`src/rtl/mem_stage_pkg.sv`:
```
// Shared types and defaults for the MEM pipeline stage: FSM states, MEM/WB control record
// and the default wait-state timeout.
package mem_stage_pkg;

   localparam int MEM_TIMEOUT_DEFAULT = 15;
   localparam int REG_ADDR_LEN        = 5;

   typedef enum logic {
      IDLE = 1'b0,
      WAIT = 1'b1
   } mem_state_e;

   typedef struct packed {
      logic                    wb_en;
      logic                    mem_r_en;
      logic [REG_ADDR_LEN-1:0] dest;
   } mem_wb_ctrl_t;

   function automatic logic is_mem_op(input logic valid, input logic r_en, input logic w_en);
      return valid & (r_en | w_en);
   endfunction

endpackage

```
`src/rtl/mem_wait_ctr.sv`:
```
// Wait-state counter for the MEM stage: counts stalled access cycles and flags when the
// programmed limit is reached. Saturates at the limit; clear has priority over enable.
module mem_wait_ctr
   import mem_stage_pkg::*;
#(
   parameter int LIMIT = MEM_TIMEOUT_DEFAULT
) (
   input  logic clk,
   input  logic rst,
   input  logic clr,
   input  logic en,
   output logic tc
);

   localparam int CW = $clog2(LIMIT + 1) < 1 ? 1 : $clog2(LIMIT + 1);

   logic [CW-1:0] count_reg;

   always_ff @(posedge clk) begin
      if (!rst) begin
         count_reg <= '0;
      end else if (clr) begin
         count_reg <= '0;
      end else if (en && (count_reg != CW'(LIMIT))) begin
         count_reg <= count_reg + CW'(1);
      end
   end

   assign tc = (count_reg == CW'(LIMIT));

endmodule

```
`src/rtl/mem_stage.sv`:
```
// MEM pipeline stage: EXE/MEM register, data-memory handshake with wait states, MEM/WB register.
// Optional access timeout with sticky bus_err is enabled by defining MEM_TIMEOUT_EN.
module mem_stage
   import mem_stage_pkg::*;
#(
   parameter int WORD_LEN    = 32,
   parameter int MEM_TIMEOUT = MEM_TIMEOUT_DEFAULT
) (
   input  logic                clk,
   input  logic                rst,
   input  logic [WORD_LEN-1:0] ALU_res_in,
   input  logic [WORD_LEN-1:0] ST_value_in,
   input  logic [4:0]          dest_in,
   input  logic                WB_EN_in,
   input  logic                MEM_R_EN_in,
   input  logic                MEM_W_EN_in,
   input  logic                valid_in,
   output logic                dmem_req,
   output logic                dmem_we,
   output logic [WORD_LEN-1:0] dmem_addr,
   output logic [WORD_LEN-1:0] dmem_wdata,
   input  logic                dmem_ack,
   input  logic [WORD_LEN-1:0] dmem_rdata,
   output logic                mem_stall,
   output logic [WORD_LEN-1:0] ALU_res_MEM,
   output logic                WB_EN_WB,
   output logic                MEM_R_EN_WB,
   output logic [4:0]          dest_WB,
   output logic [WORD_LEN-1:0] ALU_res_WB,
   output logic [WORD_LEN-1:0] mem_data_WB,
   output logic                bus_err
);

   logic [WORD_LEN-1:0] ex_alu_reg;
   logic [WORD_LEN-1:0] ex_st_reg;
   logic [4:0]          ex_dest_reg;
   logic                ex_wb_reg;
   logic                ex_r_reg;
   logic                ex_w_reg;
   logic                ex_valid_reg;

   mem_state_e          state_reg;
   mem_state_e          state_next;

   mem_wb_ctrl_t        wb_ctrl_reg;
   mem_wb_ctrl_t        wb_ctrl_next;
   logic [WORD_LEN-1:0] wb_alu_reg;
   logic [WORD_LEN-1:0] wb_data_reg;
   logic [WORD_LEN-1:0] wb_data_next;

   logic                acked;
   logic                abort;

   // The entry stays in EXE/MEM until its access completes, so "un-acked" reduces to "present".
   assign dmem_req   = is_mem_op(ex_valid_reg, ex_r_reg, ex_w_reg);
   assign dmem_we    = dmem_req & ex_w_reg;
   assign dmem_addr  = ex_alu_reg;
   assign dmem_wdata = ex_st_reg;

   assign acked      = dmem_req & dmem_ack;
   assign mem_stall  = dmem_req & ~dmem_ack & ~abort;

   assign ALU_res_MEM = ex_alu_reg;

`ifdef MEM_TIMEOUT_EN
   logic tc;
   logic bus_err_reg;

   mem_wait_ctr #(
      .LIMIT (MEM_TIMEOUT)
   ) u_wait_ctr (
      .clk (clk),
      .rst (rst),
      .clr (~mem_stall),
      .en  (mem_stall),
      .tc  (tc)
   );

   assign abort = (state_reg == WAIT) & dmem_req & ~dmem_ack & tc;

   always_ff @(posedge clk) begin
      if (!rst) begin
         bus_err_reg <= 1'b0;
      end else if (abort) begin
         bus_err_reg <= 1'b1;
      end
   end

   assign bus_err = bus_err_reg;
`else
   assign abort   = 1'b0;
   assign bus_err = 1'b0;
`endif

   always_comb begin
      state_next = state_reg;
      case (state_reg)
         IDLE:    if (dmem_req && !dmem_ack) state_next = WAIT;
         WAIT:    if (!dmem_req || dmem_ack || abort) state_next = IDLE;
         default: state_next = IDLE;
      endcase
   end

   // A combined read+write is treated as a write: nothing is written back for it.
   always_comb begin
      wb_ctrl_next          = '0;
      wb_ctrl_next.wb_en    = ex_valid_reg & ex_wb_reg & ~ex_w_reg & ~abort;
      wb_ctrl_next.mem_r_en = ex_valid_reg & ex_r_reg & ~ex_w_reg & ~abort;
      wb_ctrl_next.dest     = ex_dest_reg;
      wb_data_next          = (acked && !ex_w_reg) ? dmem_rdata : '0;
   end

   always_ff @(posedge clk) begin
      if (!rst) begin
         state_reg <= IDLE;
      end else begin
         state_reg <= state_next;
      end
   end

   always_ff @(posedge clk) begin
      if (!rst) begin
         ex_alu_reg   <= '0;
         ex_st_reg    <= '0;
         ex_dest_reg  <= '0;
         ex_wb_reg    <= 1'b0;
         ex_r_reg     <= 1'b0;
         ex_w_reg     <= 1'b0;
         ex_valid_reg <= 1'b0;
         wb_ctrl_reg  <= '0;
         wb_alu_reg   <= '0;
         wb_data_reg  <= '0;
      end else if (!mem_stall) begin
         ex_alu_reg   <= ALU_res_in;
         ex_st_reg    <= ST_value_in;
         ex_dest_reg  <= dest_in;
         ex_wb_reg    <= WB_EN_in;
         ex_r_reg     <= MEM_R_EN_in;
         ex_w_reg     <= MEM_W_EN_in;
         ex_valid_reg <= valid_in;
         wb_ctrl_reg  <= wb_ctrl_next;
         wb_alu_reg   <= ex_alu_reg;
         wb_data_reg  <= wb_data_next;
      end
   end

   assign WB_EN_WB    = wb_ctrl_reg.wb_en;
   assign MEM_R_EN_WB = wb_ctrl_reg.mem_r_en;
   assign dest_WB     = wb_ctrl_reg.dest;
   assign ALU_res_WB  = wb_alu_reg;
   assign mem_data_WB = wb_data_reg;

endmodule

```
`config.mk`:
```
export PLATFORM = sky130hd
export DESIGN_NAME = mem_stage
export DESIGN_NICKNAME = d
export VERILOG_FILES = /design/src/rtl/mem_stage_pkg.sv /design/src/rtl/mem_wait_ctr.sv /design/src/rtl/mem_stage.sv
export SDC_FILE = /design/constraint.sdc
export NUM_CORES = 1
export LEC_CHECK = 0
export BUFFER_PORTS_ARGS = -buffer_cell sky130_fd_sc_hd__buf_2
export CAP_MARGIN = 15
export CORE_ASPECT_RATIO = 0.7
export CORE_MARGIN = 8
export CORE_UTILIZATION = 49
export DETAILED_ROUTE_END_ITERATION = 7
export HOLD_SLACK_MARGIN = 0.1
export PLACE_DENSITY_LB_ADDON = 0.05
export SYNTH_ARGS = -nofsm -noshare
export SYNTH_HDL_FRONTEND = slang
export SYNTH_HIERARCHICAL = 1
export SYNTH_SLANG_ARGS = --single-unit
export TNS_END_PERCENT = 50
```
`constraint.sdc`:
```
create_clock -name clk -period 2.16 [get_ports clk]
set_clock_uncertainty 0.1 [all_clocks]
set_input_delay 0.108 -clock clk [delete_from_list [all_inputs] [get_ports clk]]
set_output_delay 0.108 -clock clk [all_outputs]
set_load 0.05 [all_outputs]
```
==> metrics.md <==
| Metric | Value |
|---|---|
| Outcome | completed |
| Synth Flop Type | dfxtp_1 |
| Synthesized Nets | 662 |
| CP startpoint kind | register |
| Drt first pass iters | 4 |
| PwrDens | 833 nW/µm² |
| Highest Clock Rate | 489 MHz |
| Mapped Area | 5570 µm² |
| Clk sinks | 144 |
| Measured slew at the worst slew-check pin | 0.976 ns |
| Antenna viol nets, final | 0 |
| Overflow after GRT | 0 |
| Critical path fanouts, max | 4 |
| Top post-synthesis cells by area | dfxtp_1 52%, mux2i_1 20%, nand2_1 12% |
| Die Area | 15,100 µm² |
| Setup_tns | 0 ns |
| Post-synth top area cell | dfxtp_1 |
| Vias in the first global route | 5,411 |
| RD Place Congestion | 0.749 |
| Worst-case hold slack | 0.221 ns |
| 1st-iter DRT viols | 202 |
| Worst reg2reg endpoint | ex_w_reg$_SDFFE_PN0N_ |
| Register clock-pin slew on the reported worst setup and hold paths | 0.06 ns |
| Yosys cell types | 22 |
| Peak VDD IR | 619 µV |
| Finished Cell Area | 8550 µm² |
| # DRC | 0 |
| Sequential area share after synthesis | 51.7% |
| Post-place setup slack | 0.418 ns |
| Fraction of layout cells with a size suffix above 1 | 34.9% |
| Routed vias/inst | 4.76 |
| Fin util | 77.4% |
| Initial antenna violation count | 1 |
| Hold EP | mem_data_WB[9]$_SDFFE_PN0N_ |
| Clk Latency, worst-skew pair | 0.41 ns |
| Hold Crit Start | rst |
| DR vias | 5,098 |
| GRT Overall Usage | 22.1% |
| DPL Wire Length | 11,000 µm |
| Number of synthesized register bits | 144 |
| Clock root buffer | clkbuf_16 |
| Die H | 105 µm |
| Most common cell after layout, fill and taps aside | buf_2 |
| R2r setup slk | 0.12 ns |
| Area delta synth->final | 53.4% |
| Worst slew margin | 34.9% |
| Clock Tree Buf Depth | 2 |
| Post-layout min period | 2.04 ns |
| Tcrit/Tclk final | 94.6% |
| Routed WL per cell | 16.1 µm |
| R2R depth | 5 |
| Die width | 143 µm |
| # rows | 32 |
| Cell Area, Placed | 6720 µm² |
| Hold Path Class | in2reg |
| Yosys top cell area share | 51.7% |
| I/O pins | 279 |
| CTS tree | built |
| First-pass GRT wire length | 26,800 µm |
| Pins Over Slew Limit | 0 |
| Synth warn | 6 |
| Critical path type | reg2reg |
| Final net count | 1,013 |
| CP endpoint kind | register |
| Post-synth EDFFs | 0 |
| Leakage | 0.00398 µW |
| Routed WL | 17,300 µm |
| WHS Path Cells | 3 |
| Synthesized area per cell | 10.1 µm² |
| RSZ-0062 raised after global routing | false |
| Initial core utilization | 50.4% |
| Total CTS buffers | 17 |
| IO buf count | 277 |
| CTS H-tree depth | 4 |
| Largest net degree at the start of global routing | 108 |
| Max-Cap Viols | 0 |
| Asr flop ratio synth | 0% |
| Final Setup Violations | 0 |
| Crit path DAT | 2.23 ns |
| Reg-to-Reg Start | ex_valid_reg$_SDFFE_PN0N_ |
| WP data required | 2.35 ns |
| Commonest cells after routing, fill and taps aside | 276 x buf_2, 181 x nand2_1, 143 x dfxtp_1, 121 x dlygate4sd3_1, 109 x mux2i_1 |
| Core area | 11,100 µm² |
| Final hold vios | 0 |
| Mapped Cells | 554 |
| Worst Setup Slack, final | 0.117 ns |
## synthesized netlist by cell type (2+ instances only)
master	count
clkbuf_1	9
mux2i_1	109
buf_6	14
nand2_1	181
buf_4	38
nor2_2	2
buf_1	3
buf_2	9
dfxtp_1	144
nor2b_1	2
a22o_1	32
## worst max-delay path: stages, from the launching register on
cell	delay (ns)
dfxtp_2	0.34
nand2b_2	0.12
o211ai_1	0.17
dlygate4sd3_1	0.56
o21ai_0	0.07
dlygate4sd3_1	0.56
## cell families (layout without fill, tap and decap cells)
| family | after synthesis | after routing | share of synthesized area, % |
|---|---|---|---|
| AO/OA/AOI/OAI | 36 | 36 | 5.52 |
| other | 1 | 2 | 0.0673 |
| flip-flops | 144 | 144 | 51.7 |
| AND/OR/NAND/NOR | 190 | 190 | 13.5 |
| buffers and inverters | 74 | 438 | 9.63 |
| multiplexers | 109 | 109 | 19.6 |
## metal layers
layer  track usage (%)  wire (µm)  vias to the layer above
li1                  -          -                     2502
met1              22.6       6540                     2387
met2              40.1       8830                      179
met3              7.89       1480                       30
met5                 0          0                        -
met4              9.95        393                        0
## repair_timing
item | CTS | global route
hold buffers | 121 | 0
endpoints found under the hold margin | 110 | 0
buffers inserted | 0 | 0
gates resized for setup | 0 | 1
setup endpoints to repair | 0 | 1
## cell type report
class / count / area (µm²)
antenna: 1 / 2.50
multi-input combinational: 336 / 2160
sequential: 144 / 2880
tap: 153 / 191
timing repair buffer: 405 / 2700
clock buffer: 20 / 457
inverter: 1 / 3.75
clock inverter: 12 / 156
fill: 770 / 2500
## per-stage QoR
step                      total power (µW)  instances
final                                 7120       1072
after global routing                  7370       1072
after CTS                             7170       1071
after detailed placement              3980        918
after global placement                3960        917
after floorplan                       3730        554
## where the power goes
part           internal (µW)  switching (µW)  leakage [µW]
Clock                   1890            1130      0.000289
Combinational            418             839       0.00251
Sequential              2780            72.9       0.00119
## how the worst max path moves through the flow
stage	from	endpoint	depth (start not counted)
final	ex_valid_reg$_SDFFE_PN0N_	ex_w_reg$_SDFFE_PN0N_	5
after global routing	ex_valid_reg$_SDFFE_PN0N_	ex_w_reg$_SDFFE_PN0N_	5
after CTS	ex_valid_reg$_SDFFE_PN0N_	ex_w_reg$_SDFFE_PN0N_	5
after detailed placement	rst	ALU_res_WB[25]$_SDFFE_PN0N_	4
after global placement	ex_valid_reg$_SDFFE_PN0N_	mem_data_WB[29]$_SDFFE_PN0N_	3
after floorplan	ex_w_reg$_SDFFE_PN0N_	dmem_req	2
(Power assumes the default switching activity.)
